## config.mk

```make
export PLATFORM = sky130hd
export DESIGN_NAME = mem_stage_hs
export DESIGN_NICKNAME = d
export VERILOG_FILES = /design/src/rtl/mem_stage_hs.sv
export SDC_FILE = /design/constraint.sdc
export NUM_CORES = 1
export LEC_CHECK = 0
export CAP_MARGIN = 20
export CORE_UTILIZATION = 44
export DETAILED_ROUTE_END_ITERATION = 7
export GPL_TIMING_DRIVEN = 0
export PLACE_DENSITY = 0.82
export SLEW_MARGIN = 20
export SYNTH_ARGS = -nofsm -noshare
export SYNTH_HDL_FRONTEND = slang
export SYNTH_SLANG_ARGS = --single-unit
export TNS_END_PERCENT = 1
```

## constraint.sdc

```tcl
create_clock -name clk -period 5.9 [get_ports clk]
set_input_delay 1.475 -clock clk [delete_from_list [all_inputs] [get_ports clk]]
set_output_delay 1.475 -clock clk [all_outputs]
set_load 0.05 [all_outputs]
```

## src/rtl/mem_stage_hs.sv

```systemverilog
// MEM pipeline stage: EXE/WB valid-allow_in handshake, outstanding data-SRAM response tracking,
// load alignment/extension and bypass outputs. Define MEM_FWD_EN to forward completed load data.
module mem_stage_hs #(
  parameter int unsigned DATA_W = 32,
  parameter int unsigned PC_W   = 32,
  parameter int unsigned RA_W   = 5
) (
  input  logic              clk,
  input  logic              reset,
  input  logic              flush,
  input  logic              exe_ready_go,
  output logic              allow_in,
  input  logic [PC_W-1:0]   exe_inst,
  input  logic [PC_W-1:0]   exe_pc,
  input  logic              exe_rf_we,
  input  logic [RA_W-1:0]   exe_dest,
  input  logic [DATA_W-1:0] exe_result,
  input  logic              exe_mem_req,
  input  logic              exe_mem_ld,
  input  logic [2:0]        exe_ld_op,
  input  logic              data_sram_data_ok,
  input  logic [DATA_W-1:0] data_sram_rdata,
  output logic              ready_go,
  input  logic              wb_allow_in,
  output logic              valid,
  output logic [PC_W-1:0]   mem_inst,
  output logic [PC_W-1:0]   mem_pc,
  output logic              mem_rf_we,
  output logic [RA_W-1:0]   mem_dest,
  output logic [DATA_W-1:0] mem_result,
  output logic [DATA_W-1:0] fwd_data,
  output logic              fwd_stall
);

  localparam int unsigned OffW = (DATA_W == 64) ? 3 : 2;

  localparam logic [2:0] OpLb  = 3'b000;
  localparam logic [2:0] OpLh  = 3'b001;
  localparam logic [2:0] OpLw  = 3'b010;
  localparam logic [2:0] OpLd  = 3'b011;
  localparam logic [2:0] OpLbu = 3'b100;
  localparam logic [2:0] OpLhu = 3'b101;
  localparam logic [2:0] OpLwu = 3'b110;

  typedef enum logic [1:0] {StEmpty, StWait, StDone} state_e;

  state_e            state_q, state_d;
  logic              valid_q, valid_d;
  logic [1:0]        discard_q, discard_d;
  logic [2:0]        discard_sum;

  logic [PC_W-1:0]   inst_q;
  logic [PC_W-1:0]   pc_q;
  logic              rf_we_q;
  logic [RA_W-1:0]   dest_q;
  logic [DATA_W-1:0] result_q;
  logic              mem_ld_q;
  logic [2:0]        ld_op_q;
  logic [DATA_W-1:0] rbuf_q;

  logic              counted_ok;
  logic              wait_hit;
  logic              accept;
  logic              retire;
  logic [OffW-1:0]   off;
  logic [DATA_W-1:0] ld_raw;
  logic [DATA_W-1:0] shifted;
  logic [DATA_W-1:0] ld_ext;

  // Responses still owed to flushed requests are swallowed before any are counted.
  assign counted_ok = data_sram_data_ok & (discard_q == 2'd0);
  assign wait_hit   = (state_q == StWait) & counted_ok;
  assign ready_go   = (state_q == StDone) | wait_hit;
  assign allow_in   = ~valid_q | (ready_go & wb_allow_in);
  assign accept     = exe_ready_go & allow_in & ~flush;
  assign retire     = ready_go & wb_allow_in;

  always_comb begin
    state_d = state_q;
    valid_d = valid_q;
    if (flush) begin
      state_d = StEmpty;
      valid_d = 1'b0;
    end else if (accept) begin
      state_d = exe_mem_req ? StWait : StDone;
      valid_d = 1'b1;
    end else if (retire) begin
      state_d = StEmpty;
      valid_d = 1'b0;
    end else if (wait_hit) begin
      state_d = StDone;
    end
  end

  // A dropped response and a flush-induced increment in the same cycle cancel out.
  always_comb begin
    discard_sum = {1'b0, discard_q};
    if (flush && (state_q == StWait) && !counted_ok) begin
      discard_sum = discard_sum + 3'd1;
    end
    if (flush && exe_ready_go && exe_mem_req) begin
      discard_sum = discard_sum + 3'd1;
    end
    if (data_sram_data_ok && (discard_q != 2'd0)) begin
      discard_sum = discard_sum - 3'd1;
    end
    discard_d = (discard_sum > 3'd3) ? 2'd3 : discard_sum[1:0];
  end

  always_ff @(posedge clk or posedge reset) begin
    if (reset) begin
      state_q   <= StEmpty;
      valid_q   <= 1'b0;
      discard_q <= 2'd0;
    end else begin
      state_q   <= state_d;
      valid_q   <= valid_d;
      discard_q <= discard_d;
    end
  end

  always_ff @(posedge clk or posedge reset) begin
    if (reset) begin
      inst_q   <= '0;
      pc_q     <= '0;
      rf_we_q  <= 1'b0;
      dest_q   <= '0;
      result_q <= '0;
      mem_ld_q <= 1'b0;
      ld_op_q  <= 3'b000;
    end else if (accept) begin
      inst_q   <= exe_inst;
      pc_q     <= exe_pc;
      rf_we_q  <= exe_rf_we;
      dest_q   <= exe_dest;
      result_q <= exe_result;
      mem_ld_q <= exe_mem_ld;
      ld_op_q  <= exe_ld_op;
    end
  end

  always_ff @(posedge clk or posedge reset) begin
    if (reset) begin
      rbuf_q <= '0;
    end else if (wait_hit && !flush) begin
      rbuf_q <= data_sram_rdata;
    end
  end

  // In DONE the response comes from the buffer; in WAIT it bypasses straight from the SRAM.
  assign ld_raw  = (state_q == StDone) ? rbuf_q : data_sram_rdata;
  assign off     = result_q[OffW-1:0];
  assign shifted = ld_raw >> {off, 3'b000};

  always_comb begin
    ld_ext = DATA_W'($signed(shifted[31:0]));
    case (ld_op_q)
      OpLb:    ld_ext = DATA_W'($signed(shifted[7:0]));
      OpLh:    ld_ext = DATA_W'($signed(shifted[15:0]));
      OpLw:    ld_ext = DATA_W'($signed(shifted[31:0]));
      OpLd:    ld_ext = (DATA_W == 64) ? shifted : DATA_W'($signed(shifted[31:0]));
      OpLbu:   ld_ext = DATA_W'(shifted[7:0]);
      OpLhu:   ld_ext = DATA_W'(shifted[15:0]);
      OpLwu:   ld_ext = DATA_W'(shifted[31:0]);
      default: ld_ext = DATA_W'($signed(shifted[31:0]));
    endcase
  end

  assign valid      = valid_q;
  assign mem_inst   = inst_q;
  assign mem_pc     = pc_q;
  assign mem_rf_we  = valid_q & rf_we_q;
  assign mem_dest   = dest_q;
  assign mem_result = mem_ld_q ? ld_ext : result_q;
  assign fwd_stall  = valid_q & (state_q == StWait) & mem_ld_q & ~counted_ok;

`ifdef MEM_FWD_EN
  // Meaningful only while ready_go is high.
  assign fwd_data = mem_result;
`else
  assign fwd_data = result_q;
`endif

endmodule

```

==> impl_results.md, run 1 <==
* I/O Pins at 283
* Initial core utilization at 45.4%
* Top delay family on crit path: buffers and inverters
* Worst EP arrival at 4.06 ns
* Post-Syn Area at 0.00695 sq mm
* RSZ-0062 raised after global routing: no
* Gpl congestion at 0.951
* Die Ht at 128 um
* Hold_sp: mem_pc[10]
* Global-route wire length before repair at 32100 um
* DIE AREA at 0.0163 sq mm
* DR pass1 iterations at 7
* Max Used Layer: met5
* Worst-path fanout max at 10
* Cell area power density at 422 mW/mm^2
* Max-slew violations at 0
* Critical Path, Cell by Cell: clkdlybuf4s50_1, mux2_4, a222oi_1, o21ai_4, buf_6, o22a_1, clkdlybuf4s50_1
* CP startpoint kind: input pin
* Required time worst endpoint at 4.43 ns
* Slew HR at 56.8%
* CP most frequent cell: clkdlybuf4s50_1
* VDD IR-drop max at 234 uV
* Die width at 128 um
* CP max stage cell: clkdlybuf4s50_1
* Period Utilization, post-route at 93.9%
* Top cells by area, synth: dfrtp_1, mux2_2, mux2i_1
* Switch Pwr at 1.81 mW
* Synth top area share at 51.5%
* Worst-skew pair later-pin latency at 0.43 ns
* Core Footprint at 0.0153 sq mm
* Via count at 5701
* N_diodes at 0
* ANT nets after route at 0
* Outcome: finished, final reports clean
* Routed met1 length at 7840 um
* Most common cell after layout, fill and taps aside: clkdlybuf4s50_1
* Critical Path End Type: output pin
* Crit path buffers/inverters at 3
* I/O Buffers at 282
* Cell taking the most area after synthesis: dfrtp_1
* Internal power at 2.67 mW
* Comb power frac at 46.1%
* Ys async rst share at 100%
* Met2 wire len at 10300 um
* Dominant synthesized flop cell: dfrtp_1
* Routed WL per cell at 19.3 um
* Hold Buf Count CTS at 0
* Least-Margin Pin Slew at 0.648 ns
* Drt first-iter violations at 320
* Post-Route Skew at 0.00827 ns
* Critical Path Max Stage Delay at 0.71 ns
* Met3 WL at 1820 um
* Post-CTS sizing at 0
* Deepest clock path buffer count at 2
* P_leak at 4.54 nW
* GR Util All Layers at 26.3%
* Seq cells post-synth at 143
* Final min period at 5.54 ns
* Final hold vios at 0
* Max Fclk at 0.181 GHz
* Layout area overhead at 53.0%
* Worst Hold Class: register to register
* Post-synth EDFFs at 0
* Layout cells sized above 1 at 24.6%
* Synthesis Warnings at 0
* NumNets Final at 992
* Final WL at 20500 um
* Global route overflow at 0
* Post-DP HPWL at 15600 um
* DRC viols at 0
* Sw Ratio at 40.4%
* Antenna violations before repair at 1
* Root Driver: clkbuf_16
* Clock power frac at 23.3%
* Final Core Density at 69.4%
* WS Path Type: input pin to output pin
* Commonest non-fill, non-tap cells in the layout: clkdlybuf4s50_1, mux2_2, dfrtp_1
* Vias in the first global route at 6162
* Final setup violation count at 0
* CTS sink count at 143
* Avg Synthesized Cell Area at 12.8 sq um
* CTS buffer count at 17
* R2r startpoint: discard_q[0]
* Vias per Instance at 5.36
* Max_cap viols at 0
* CTS HTree Levels at 4
* Clock-pin transition on the worst setup and hold timing paths at 0.05 ns
* Pwr Total at 4.48 mW
* Syn nets at 690
* Cells after Synth at 541
* FP Rows at 45
* Sequential share of the synthesized area at 51.5%
* CTS tree: done
* Post-CTS setup buffers at 0
* Post-synthesis cell type count at 45
* Crit path launch: data_sram_rdata[31]
* Part of the power in registers at 30.6%
* Largest net degree at the start of global routing at 82
[flip-flops by register name (all words and copies together) (netlist names)]
register / cells
fwd_data: 32
mem_inst: 32
mem_pc: 32
rbuf_q: 32
mem_dest: 5
ld_op_q: 3
discard_q: 2
state_q: 2
mem_ld_q: 1
rf_we_q: 1
valid: 1
[cell families (layout without fill, tap and decap cells)]
kind of cell / after synthesis / after routing / synth area share, %
AND/OR/NAND/NOR: 85 / 85 / 5.49
AO/OA/AOI/OAI: 75 / 75 / 7.78
buffers and inverters: 48 / 359 / 3.24
multiplexers: 181 / 181 / 30.4
flip-flops: 143 / 143 / 51.5
adder cells (fa/ha/maj): 4 / 4 / 0.721
XOR/XNOR: 5 / 5 / 0.829
[per-layer routing]
layer  vias up  GRT usage (%)
met2       286           46.1
met1      2807           29.4
met4         4           11.1
li1       2557              -
met5         -              0
met3        47           8.33
[synthesized netlist by cell type (3+ instances only)]
master    instances
a31oi_1          13
clkbuf_1         16
o22a_1           17
inv_1            10
nor2_1           26
a21oi_1           6
nand2_1          37
dfrtp_1         143
mux2i_1          25
mux4_2            9
ha_1              4
o22ai_1           7
mux2_2          146
o21ai_0          17
xnor2_1           3
buf_4             3
nand2b_1          6
o211ai_1          6
nor2b_1           3
buf_2            15
[layout make-up]
| class | instances | area (sq um) |
|---|---|---|
| fill | 1135 | 4690 |
| sequential | 143 | 3580 |
| multi-input combinational | 350 | 3140 |
| timing repair buffer | 283 | 2850 |
| clock buffer | 22 | 474 |
| tap | 211 | 264 |
| buffer | 37 | 184 |
| clock inverter | 6 | 86.3 |
| inverter | 11 | 48.8 |
[per-stage QoR]
stage / instances / hold slack (ns) / cell area [sq um] / setup WS, ns / setup TNS (ns)
after global routing: 1063 / 0.521 / 10600 / 0.297 / 0
final: 1063 / 0.504 / 10600 / 0.361 / 0
after detailed placement: 1035 / 0.495 / 10100 / 0.372 / 0
after global placement: 1034 / 0.487 / 10000 / -1.23 / -175.19
after floorplan: 541 / 0.473 / 6950 / 0.587 / 0
after CTS: 1063 / 0.507 / 10600 / 0.374 / 0
[power by group through the flow]
stage               clock network, mW  logic (mW)  registers, mW
floorplan                           0       0.866           1.85
global placement                    0        2.03           1.36
detailed placement                  0        2.06           1.38
CTS                              1.06        2.07           1.37
global route                     1.11        2.16           1.40
finish                           1.04        2.07           1.37
[worst paths after layout]
check                                 endpoint  slack (ns)  cells past startpoint
worst max-delay path            mem_result[29]        0.36                      7
worst min-delay path                mem_pc[10]        0.50                      1
worst max register to register    discard_q[1]        3.22                     12
worst min register to register      mem_pc[10]        0.50                      1
max in group asynchronous           rbuf_q[15]        3.67                      3
min in group asynchronous           mem_pc[31]        1.47                      2
(Power assumes the default switching activity.)
==> run 2, diff against run 1 <==
--- a/config.mk
+++ b/config.mk
@@ -5,7 +5,6 @@
 export SDC_FILE = /design/constraint.sdc
 export NUM_CORES = 1
 export LEC_CHECK = 0
-export CAP_MARGIN = 20
 export CORE_UTILIZATION = 44
 export DETAILED_ROUTE_END_ITERATION = 7
 export GPL_TIMING_DRIVEN = 0
==> results of run 2 <==
The final DEF is identical to that of run 1; final timing and power are the same.
==> run 3, diff against run 2 <==
--- a/config.mk
+++ b/config.mk
@@ -9,6 +9,7 @@
 export DETAILED_ROUTE_END_ITERATION = 7
 export GPL_TIMING_DRIVEN = 0
 export PLACE_DENSITY = 0.82
+export SKIP_CTS_REPAIR_TIMING = 1
 export SLEW_MARGIN = 20
 export SYNTH_ARGS = -nofsm -noshare
 export SYNTH_HDL_FRONTEND = slang
==> results of run 3 <==
The final DEF is identical to that of run 1; final timing and power are the same.
